==> config.mk <==
export PLATFORM = sky130hd
export DESIGN_NAME = weight_tile_sched_flat
export DESIGN_NICKNAME = d
export VERILOG_FILES = /design/src/rtl/weight_fifo_pkg.sv /design/src/rtl/weight_tile_sched_if.sv /design/src/rtl/weight_row_addr_gen.sv /design/src/rtl/weight_tile_sched.sv /design/src/flat_wrapper.sv
export SDC_FILE = /design/constraint.sdc
export NUM_CORES = 1
export LEC_CHECK = 0
export BUFFER_PORTS_ARGS = -buffer_cell sky130_fd_sc_hd__buf_2
export CAP_MARGIN = 20
export CORE_UTILIZATION = 31
export CTS_CLUSTER_DIAMETER = 80
export DETAILED_ROUTE_END_ITERATION = 10
export GPL_ROUTABILITY_DRIVEN = 1
export PLACE_DENSITY = 0.56
export SLEW_MARGIN = 40
export SYNTH_ARGS = -nofsm -noshare
export SYNTH_HDL_FRONTEND = slang
export SYNTH_SLANG_ARGS = --single-unit
==> constraint.sdc <==
create_clock -name clk -period 5.9 [get_ports clk]
set_input_delay 0.59 -clock clk [delete_from_list [all_inputs] [get_ports clk]]
set_output_delay 0.59 -clock clk [all_outputs]
set_load 0.1 [all_outputs]
==> src/rtl/weight_fifo_pkg.sv <==
// Shared types and default sizes for the weight FIFO path.
package weight_fifo_pkg;

  localparam int unsigned DEF_FIFO_WIDTH = 16;
  localparam int unsigned DEF_FIFO_DEPTH = 16;
  localparam int unsigned DEF_ADDR_WIDTH = 16;
  localparam int unsigned DEF_TILE_W     = 8;

  typedef enum logic [2:0] {
    IDLE     = 3'd0,
    FILL     = 3'd1,
    WAIT_ARR = 3'd2,
    DRAIN    = 3'd3,
    FIN      = 3'd4
  } sched_state_e;

endpackage

==> src/rtl/weight_tile_sched_if.sv <==
// Bundle of the scheduler's control, memory, FIFO and array/drain signals.
//
// Memory request handshake: a request transfers on a rising clk edge where
// mem_req_valid and mem_req_ready are both high. Once mem_req_valid is raised,
// it and mem_req_addr hold steady until that transfer; mem_req_valid never
// depends on mem_req_ready. Responses (mem_rsp_valid) carry no back-pressure.
interface weight_tile_sched_if
  import weight_fifo_pkg::*;
#(
  parameter int ADDR_WIDTH = DEF_ADDR_WIDTH,
  parameter int TILE_W     = DEF_TILE_W
);
  logic                  start;
  logic [ADDR_WIDTH-1:0] base_addr;
  logic [TILE_W-1:0]     num_tiles;
  logic                  busy;
  logic                  done;
  logic                  mem_req_valid;
  logic                  mem_req_ready;
  logic [ADDR_WIDTH-1:0] mem_req_addr;
  logic                  mem_rsp_valid;
  logic                  fifo_push;
  logic                  array_ready;
  logic                  drain_start;
  logic                  drain_done;
  sched_state_e          dbg_state;

  modport master (
    input  start, base_addr, num_tiles, mem_req_ready, mem_rsp_valid,
           array_ready, drain_done,
    output busy, done, mem_req_valid, mem_req_addr, fifo_push, drain_start,
           dbg_state
  );

  modport slave (
    output start, base_addr, num_tiles, mem_req_ready, mem_rsp_valid,
           array_ready, drain_done,
    input  busy, done, mem_req_valid, mem_req_addr, fifo_push, drain_start,
           dbg_state
  );
endinterface

==> src/rtl/weight_row_addr_gen.sv <==
// Row address generator: tile base plus row counter, advanced per handshake.
module weight_row_addr_gen #(
  parameter int ADDR_WIDTH = 16,
  parameter int FIFO_DEPTH = 16,
  parameter int ROW_W      = $clog2(FIFO_DEPTH) + 1
) (
  input  logic                  clk,
  input  logic                  rstn,
  input  logic                  load_i,
  input  logic [ADDR_WIDTH-1:0] base_i,
  input  logic                  next_tile_i,
  input  logic                  adv_i,
  output logic [ADDR_WIDTH-1:0] addr_o,
  output logic [ROW_W-1:0]      row_o
);
  logic [ADDR_WIDTH-1:0] tile_base_q;
  logic [ROW_W-1:0]      row_q;

  // Load the job base, step one tile (FIFO_DEPTH rows) per tile, count rows.
  always_ff @(posedge clk) begin
    if (!rstn) begin
      tile_base_q <= '0;
      row_q       <= '0;
    end else if (load_i) begin
      tile_base_q <= base_i;
      row_q       <= '0;
    end else if (next_tile_i) begin
      tile_base_q <= tile_base_q + ADDR_WIDTH'(FIFO_DEPTH);
      row_q       <= '0;
    end else if (adv_i) begin
      row_q <= row_q + ROW_W'(1);
    end
  end

  // Address wraps modulo 2^ADDR_WIDTH by plain truncation.
  assign addr_o = tile_base_q + ADDR_WIDTH'(row_q);
  assign row_o  = row_q;
endmodule

==> src/rtl/weight_tile_sched.sv <==
// Tile scheduler: fill FIFO_DEPTH rows per tile, wait for the PE array,
// fire one drain pulse, wait for drain completion, repeat for num_tiles.
module weight_tile_sched
  import weight_fifo_pkg::*;
#(
  parameter int FIFO_WIDTH = DEF_FIFO_WIDTH,
  parameter int FIFO_DEPTH = DEF_FIFO_DEPTH,
  parameter int ADDR_WIDTH = DEF_ADDR_WIDTH,
  parameter int TILE_W     = DEF_TILE_W
) (
  input  logic                clk,
  input  logic                rstn,
  weight_tile_sched_if.master bus
);
  localparam int ROW_W = $clog2(FIFO_DEPTH) + 1;

  // FIFO_WIDTH only describes the data path; reject nonsense sizes early.
  if (FIFO_WIDTH < 1 || FIFO_DEPTH < 1) begin : g_param_check
    $error("weight_tile_sched: FIFO_WIDTH and FIFO_DEPTH must be >= 1");
  end

  sched_state_e          state_q, state_d;
  logic [TILE_W-1:0]     tile_q, tile_d;
  logic [TILE_W-1:0]     ntiles_q, ntiles_d;
  logic [ROW_W-1:0]      rsp_cnt_q, rsp_cnt_d;
  logic                  drain_q, drain_d;
  logic                  load, next_tile;
  logic [ROW_W-1:0]      req_cnt;
  logic [ADDR_WIDTH-1:0] req_addr;
  logic                  req_valid, req_hs, push;

  weight_row_addr_gen #(
    .ADDR_WIDTH (ADDR_WIDTH),
    .FIFO_DEPTH (FIFO_DEPTH),
    .ROW_W      (ROW_W)
  ) u_addr_gen (
    .clk         (clk),
    .rstn        (rstn),
    .load_i      (load),
    .base_i      (bus.base_addr),
    .next_tile_i (next_tile),
    .adv_i       (req_hs),
    .addr_o      (req_addr),
    .row_o       (req_cnt)
  );

  // Valid comes from registered state and counter only, never from ready.
  assign req_valid = (state_q == FILL) && (req_cnt < ROW_W'(FIFO_DEPTH));
  assign req_hs    = req_valid && bus.mem_req_ready;
  assign push      = bus.mem_rsp_valid && rstn && (state_q == FILL);

  // State and counter registers.
  always_ff @(posedge clk) begin
    if (!rstn) begin
      state_q   <= IDLE;
      tile_q    <= '0;
      ntiles_q  <= '0;
      rsp_cnt_q <= '0;
      drain_q   <= 1'b0;
    end else begin
      state_q   <= state_d;
      tile_q    <= tile_d;
      ntiles_q  <= ntiles_d;
      rsp_cnt_q <= rsp_cnt_d;
      drain_q   <= drain_d;
    end
  end

  // Next-state logic; drain_d is only set on the WAIT_ARR -> DRAIN step.
  always_comb begin
    state_d   = state_q;
    tile_d    = tile_q;
    ntiles_d  = ntiles_q;
    rsp_cnt_d = rsp_cnt_q;
    drain_d   = 1'b0;
    load      = 1'b0;
    next_tile = 1'b0;
    case (state_q)
      IDLE: begin
        if (bus.start) begin
          if (bus.num_tiles != '0) begin
            ntiles_d  = bus.num_tiles;
            tile_d    = '0;
            rsp_cnt_d = '0;
            load      = 1'b1;
            state_d   = FILL;
          end else begin
            state_d = FIN;
          end
        end
      end
      FILL: begin
        if (push) begin
          rsp_cnt_d = rsp_cnt_q + ROW_W'(1);
          if (rsp_cnt_q == ROW_W'(FIFO_DEPTH - 1)) state_d = WAIT_ARR;
        end
      end
      WAIT_ARR: begin
        if (bus.array_ready) begin
          drain_d = 1'b1;
          state_d = DRAIN;
        end
      end
      DRAIN: begin
        if (bus.drain_done) begin
          tile_d = tile_q + TILE_W'(1);
          if ((tile_q + TILE_W'(1)) == ntiles_q) begin
            state_d = FIN;
          end else begin
            rsp_cnt_d = '0;
            next_tile = 1'b1;
            state_d   = FILL;
          end
        end
      end
      FIN:     state_d = IDLE;
      default: state_d = IDLE;
    endcase
  end

  assign bus.busy          = (state_q != IDLE);
  assign bus.done          = (state_q == FIN);
  assign bus.mem_req_valid = req_valid;
  assign bus.mem_req_addr  = req_addr;
  assign bus.fifo_push     = push;
  assign bus.drain_start   = drain_q;
  assign bus.dbg_state     = state_q;
endmodule
==> src/flat_wrapper.sv <==
// flat-port wrapper written by rule: the top's interface ports become plain ports
module weight_tile_sched_flat import weight_fifo_pkg::*;
#(
  parameter int FIFO_WIDTH = DEF_FIFO_WIDTH,
  parameter int FIFO_DEPTH = DEF_FIFO_DEPTH,
  parameter int ADDR_WIDTH = DEF_ADDR_WIDTH,
  parameter int TILE_W     = DEF_TILE_W
)
  (clk, rstn, bus_start, bus_base_addr, bus_num_tiles, bus_mem_req_ready, bus_mem_rsp_valid, bus_array_ready, bus_drain_done, bus_busy, bus_done, bus_mem_req_valid, bus_mem_req_addr, bus_fifo_push, bus_drain_start, bus_dbg_state);
  weight_tile_sched_if #(.ADDR_WIDTH(ADDR_WIDTH), .TILE_W(TILE_W)) bus_i ();
  input  logic clk;
  input  logic rstn;
  input wire logic [$bits(bus_i.start)-1:0] bus_start;
  input wire logic [$bits(bus_i.base_addr)-1:0] bus_base_addr;
  input wire logic [$bits(bus_i.num_tiles)-1:0] bus_num_tiles;
  input wire logic [$bits(bus_i.mem_req_ready)-1:0] bus_mem_req_ready;
  input wire logic [$bits(bus_i.mem_rsp_valid)-1:0] bus_mem_rsp_valid;
  input wire logic [$bits(bus_i.array_ready)-1:0] bus_array_ready;
  input wire logic [$bits(bus_i.drain_done)-1:0] bus_drain_done;
  output wire logic [$bits(bus_i.busy)-1:0] bus_busy;
  output wire logic [$bits(bus_i.done)-1:0] bus_done;
  output wire logic [$bits(bus_i.mem_req_valid)-1:0] bus_mem_req_valid;
  output wire logic [$bits(bus_i.mem_req_addr)-1:0] bus_mem_req_addr;
  output wire logic [$bits(bus_i.fifo_push)-1:0] bus_fifo_push;
  output wire logic [$bits(bus_i.drain_start)-1:0] bus_drain_start;
  output wire logic [$bits(bus_i.dbg_state)-1:0] bus_dbg_state;
  assign bus_i.start = bus_start;
  assign bus_i.base_addr = bus_base_addr;
  assign bus_i.num_tiles = bus_num_tiles;
  assign bus_i.mem_req_ready = bus_mem_req_ready;
  assign bus_i.mem_rsp_valid = bus_mem_rsp_valid;
  assign bus_i.array_ready = bus_array_ready;
  assign bus_i.drain_done = bus_drain_done;
  assign bus_busy = bus_i.busy;
  assign bus_done = bus_i.done;
  assign bus_mem_req_valid = bus_i.mem_req_valid;
  assign bus_mem_req_addr = bus_i.mem_req_addr;
  assign bus_fifo_push = bus_i.fifo_push;
  assign bus_drain_start = bus_i.drain_start;
  assign bus_dbg_state = bus_i.dbg_state;
  weight_tile_sched #(.FIFO_WIDTH(FIFO_WIDTH), .FIFO_DEPTH(FIFO_DEPTH), .ADDR_WIDTH(ADDR_WIDTH), .TILE_W(TILE_W)) u_core (.clk(clk), .rstn(rstn), .bus(bus_i));
endmodule
==> impl_metrics.json <==
{
  "status": "finished, final reports clean",
  "period_minus_slack_ns": 3.25,
  "rows": 34,
  "synthesis.nets": 392,
  "max-cap-violations": 0,
  "vias": 2573,
  "register_area_um2": 921,
  "drc": 0,
  "layout_common_cells": "buf_2 (54), dfxtp_1 (46), nand2_1 (43)",
  "ctsLongestPathBuffers": 2,
  "synth_ff_type": "dfxtp_1",
  "grt_pass1_wl_mm": 11.6,
  "dp_hpwl_mm": 4.89,
  "multiInputGateArea_um2": 1760,
  "antenna_found_initial": 0,
  "required_ns": 5.31,
  "final_common_cell": "buf_2",
  "synth.top_cell.area_share_pct": 33.2,
  "crit_path_frequent_cell": "a21oi_1",
  "synth_edf_count": 0,
  "syn_inst": 350,
  "io_buffer_count": 54,
  "die_width_um": 96.6,
  "nets": 437,
  "wire_per_inst_um": 13.2,
  "final_layout_size_suffix_gt1_share_pct": 17.7,
  "crit_fanout": 5,
  "max-vdd-ir-drop_mv": 0.167,
  "hold_violations": 0,
  "syn_avg_cell_area_um2": 7.93,
  "cp_slowest_cell": "dfxtp_1",
  "clkLatencyLatePin_ns": 0.29,
  "n_fill_cell": 949,
  "antennaDiodeCount": 0,
  "netlist_area_um2": 2780,
  "crit_chain": "ha_1 > a21o_1 > a21oi_1 > o21bai_1 > a21oi_1 > nand3b_1 > nor2_1 > xor2_1 > buf_2",
  "post_cts_buffers": 0,
  "yosys.cell_types.count": 51,
  "place.gp.congestion": 0.806,
  "wirelength_mm": 6.67,
  "cts.sinks": 46,
  "grtUsageTotal_pct": 14.8,
  "synth_top_cell_by_area": "dfxtp_1",
  "grt_max_degree": 44,
  "yosys_warnings": 0,
  "end_kind": "primary output",
  "setup_viol": 0,
  "cts_made_buffers": 5,
  "clock.fmax_ghz": 0.307,
  "drt_iter0_markers": 84,
  "die_area_um2": 9340,
  "maxSlewHeadroom_pct": 54.1,
  "fin_tns_setup_ns": 0,
  "ant_nets": 0,
  "synthTopCellsByArea": "dfxtp_1 (33%), nand2_1 (5.8%), o21ai_0 (5.0%)",
  "tightest_slew_ns": 0.683,
  "critical_path.startpoint_type": "register",
  "cts_resized": 0,
  "die_height_um": 96.6,
  "p_per_area_nw_per_um2": 297,
  "initial_utilization_pct": 32.0,
  "drtPass1Iterations": 4,
  "ios": 55,
  "overflow": 0,
  "yosysSeqAreaShare_pct": 33.2,
  "syn_to_final_growth_pct": 16.2,
  "worstSetupPathType": "reg2out",
  "grt_pass1_vias": 2564,
  "leakagePower_nw": 1.33,
  "cts_tree": "yes",
  "ctsHtreeMaxLevel": 2,
  "coreArea_um2": 8680,
  "cts-root-buf": "clkbuf_8",
  "path_clk_slew_ns": 0.08,
  "critPathMaxStageDelay_ns": 0.44,
  "arrival_ns": 2.66,
  "async_reset_ff_share_pct": 0,
  "hold_ws_ns": 0.479,
  "worstHoldPathType": "reg2reg",
  "drv_slew": 0,
  "ys_ff_latch": 46,
  "viasPerCell": 5.11,
  "rsz0062_at_grt": "no",
  "finalClockSkew_ns": 0.00569,
  "fin_crit_sh_pct": 55.1,
  "ctsHoldBuffers": 0
}
==> cells in the mapped netlist (4+ instances only) <==
| cell | instances |
|---|---|
| a21boi_0 | 13 |
| a21oi_1 | 24 |
| a31oi_1 | 9 |
| and2_1 | 4 |
| and3_1 | 8 |
| clkbuf_1 | 14 |
| dfxtp_1 | 46 |
| ha_1 | 10 |
| inv_1 | 8 |
| nand2_1 | 43 |
| nand2b_1 | 6 |
| nand3_1 | 16 |
| nor2_1 | 24 |
| nor2b_1 | 9 |
| nor3_1 | 5 |
| o21ai_0 | 28 |
| or3_1 | 6 |
| xnor2_1 | 14 |
| xor2_1 | 15 |
==> final timing paths <==
check                                        start                                to  slack [ns]  cells after the start
setup reg to reg                  u_core.tile_q[0]        u_core.u_addr_gen.row_o[3]        3.21                      8
setup / recovery        u_core.u_addr_gen.row_o[1]              bus_mem_req_addr[13]        2.65                      9
hold reg to reg   u_core.u_addr_gen.tile_base_q[0]  u_core.u_addr_gen.tile_base_q[0]        0.48                      2
hold / removal    u_core.u_addr_gen.tile_base_q[0]  u_core.u_addr_gen.tile_base_q[0]        0.48                      2
==> flip-flops by register name, indices dropped and copies added (netlist names) <==
signal	flops
u_core.u_addr_gen.tile_base_q	16
u_core.ntiles_q	8
u_core.tile_q	8
u_core.rsp_cnt_q	5
u_core.u_addr_gen.row_o	5
u_core.bus.dbg_state	3
u_core.bus.drain_start	1
==> through the flow <==
| step | instance area, µm² | power (mW) | worst slack, ns | util [%] | cells |
|---|---|---|---|---|---|
| finish | 3230 | 0.957 | 2.65 | 37.2 | 504 |
| global placement | 3120 | 0.735 | 3.02 | 35.9 | 496 |
| detailed placement | 3120 | 0.736 | 2.96 | 35.9 | 496 |
| floorplan | 2780 | 0.670 | 1.95 | - | 350 |
| global route | 3230 | 1.01 | 2.44 | 37.2 | 504 |
| CTS | 3230 | 0.971 | 2.62 | 37.2 | 504 |
==> layout make-up <==
cell class	count	share of cell area, %
Multi-Input combinational cell	279	54.4
Inverter	8	0.931
Tap cell	108	4.19
Sequential cell	46	28.5
Timing Repair Buffer	55	8.61
Clock inverter	1	0.931
Clock buffer	7	2.37
==> cells by family (layout without fill, tap and decap cells) <==
| logic type | after synthesis | after routing | synth area share (%) |
|---|---|---|---|
| AOI/OAI and AO/OA | 99 | 99 | 23.0 |
| xor gates and xnor gates | 29 | 29 | 9.15 |
| adders and majority gates | 11 | 11 | 5.23 |
| buffers and inverters | 25 | 71 | 3.61 |
| DFF | 46 | 46 | 33.2 |
| muxes | 2 | 2 | 0.721 |
| and+or+nand+nor | 138 | 138 | 25.1 |
==> worst max-delay path: cells and delay by family, from the launching register on <==
family          cells  cell delay, ns
flops               1            0.44
xor+xnor            1            0.14
buf+inv             1            0.44
compound gates      4            0.69
fa+ha+maj           1            0.27
simple gates        2            0.38
==> metal layers <==
layer	up-vias	GRT usage, %	wire (µm)
met5	-	0	0
met4	0	4.13	68
met3	5	2.46	211
met2	44	25.1	3090
met1	1197	19.4	3300
li1	1327	-	-
==> power by group <==
group / switching [mW] / internal, mW / total [mW]
sequential: 0.0348 / 0.335 / 0.370
clock: 0.101 / 0.127 / 0.228
combinational: 0.275 / 0.0832 / 0.359
total: 0.412 / 0.545 / 0.957
Power figures use the tool's default switching activity.
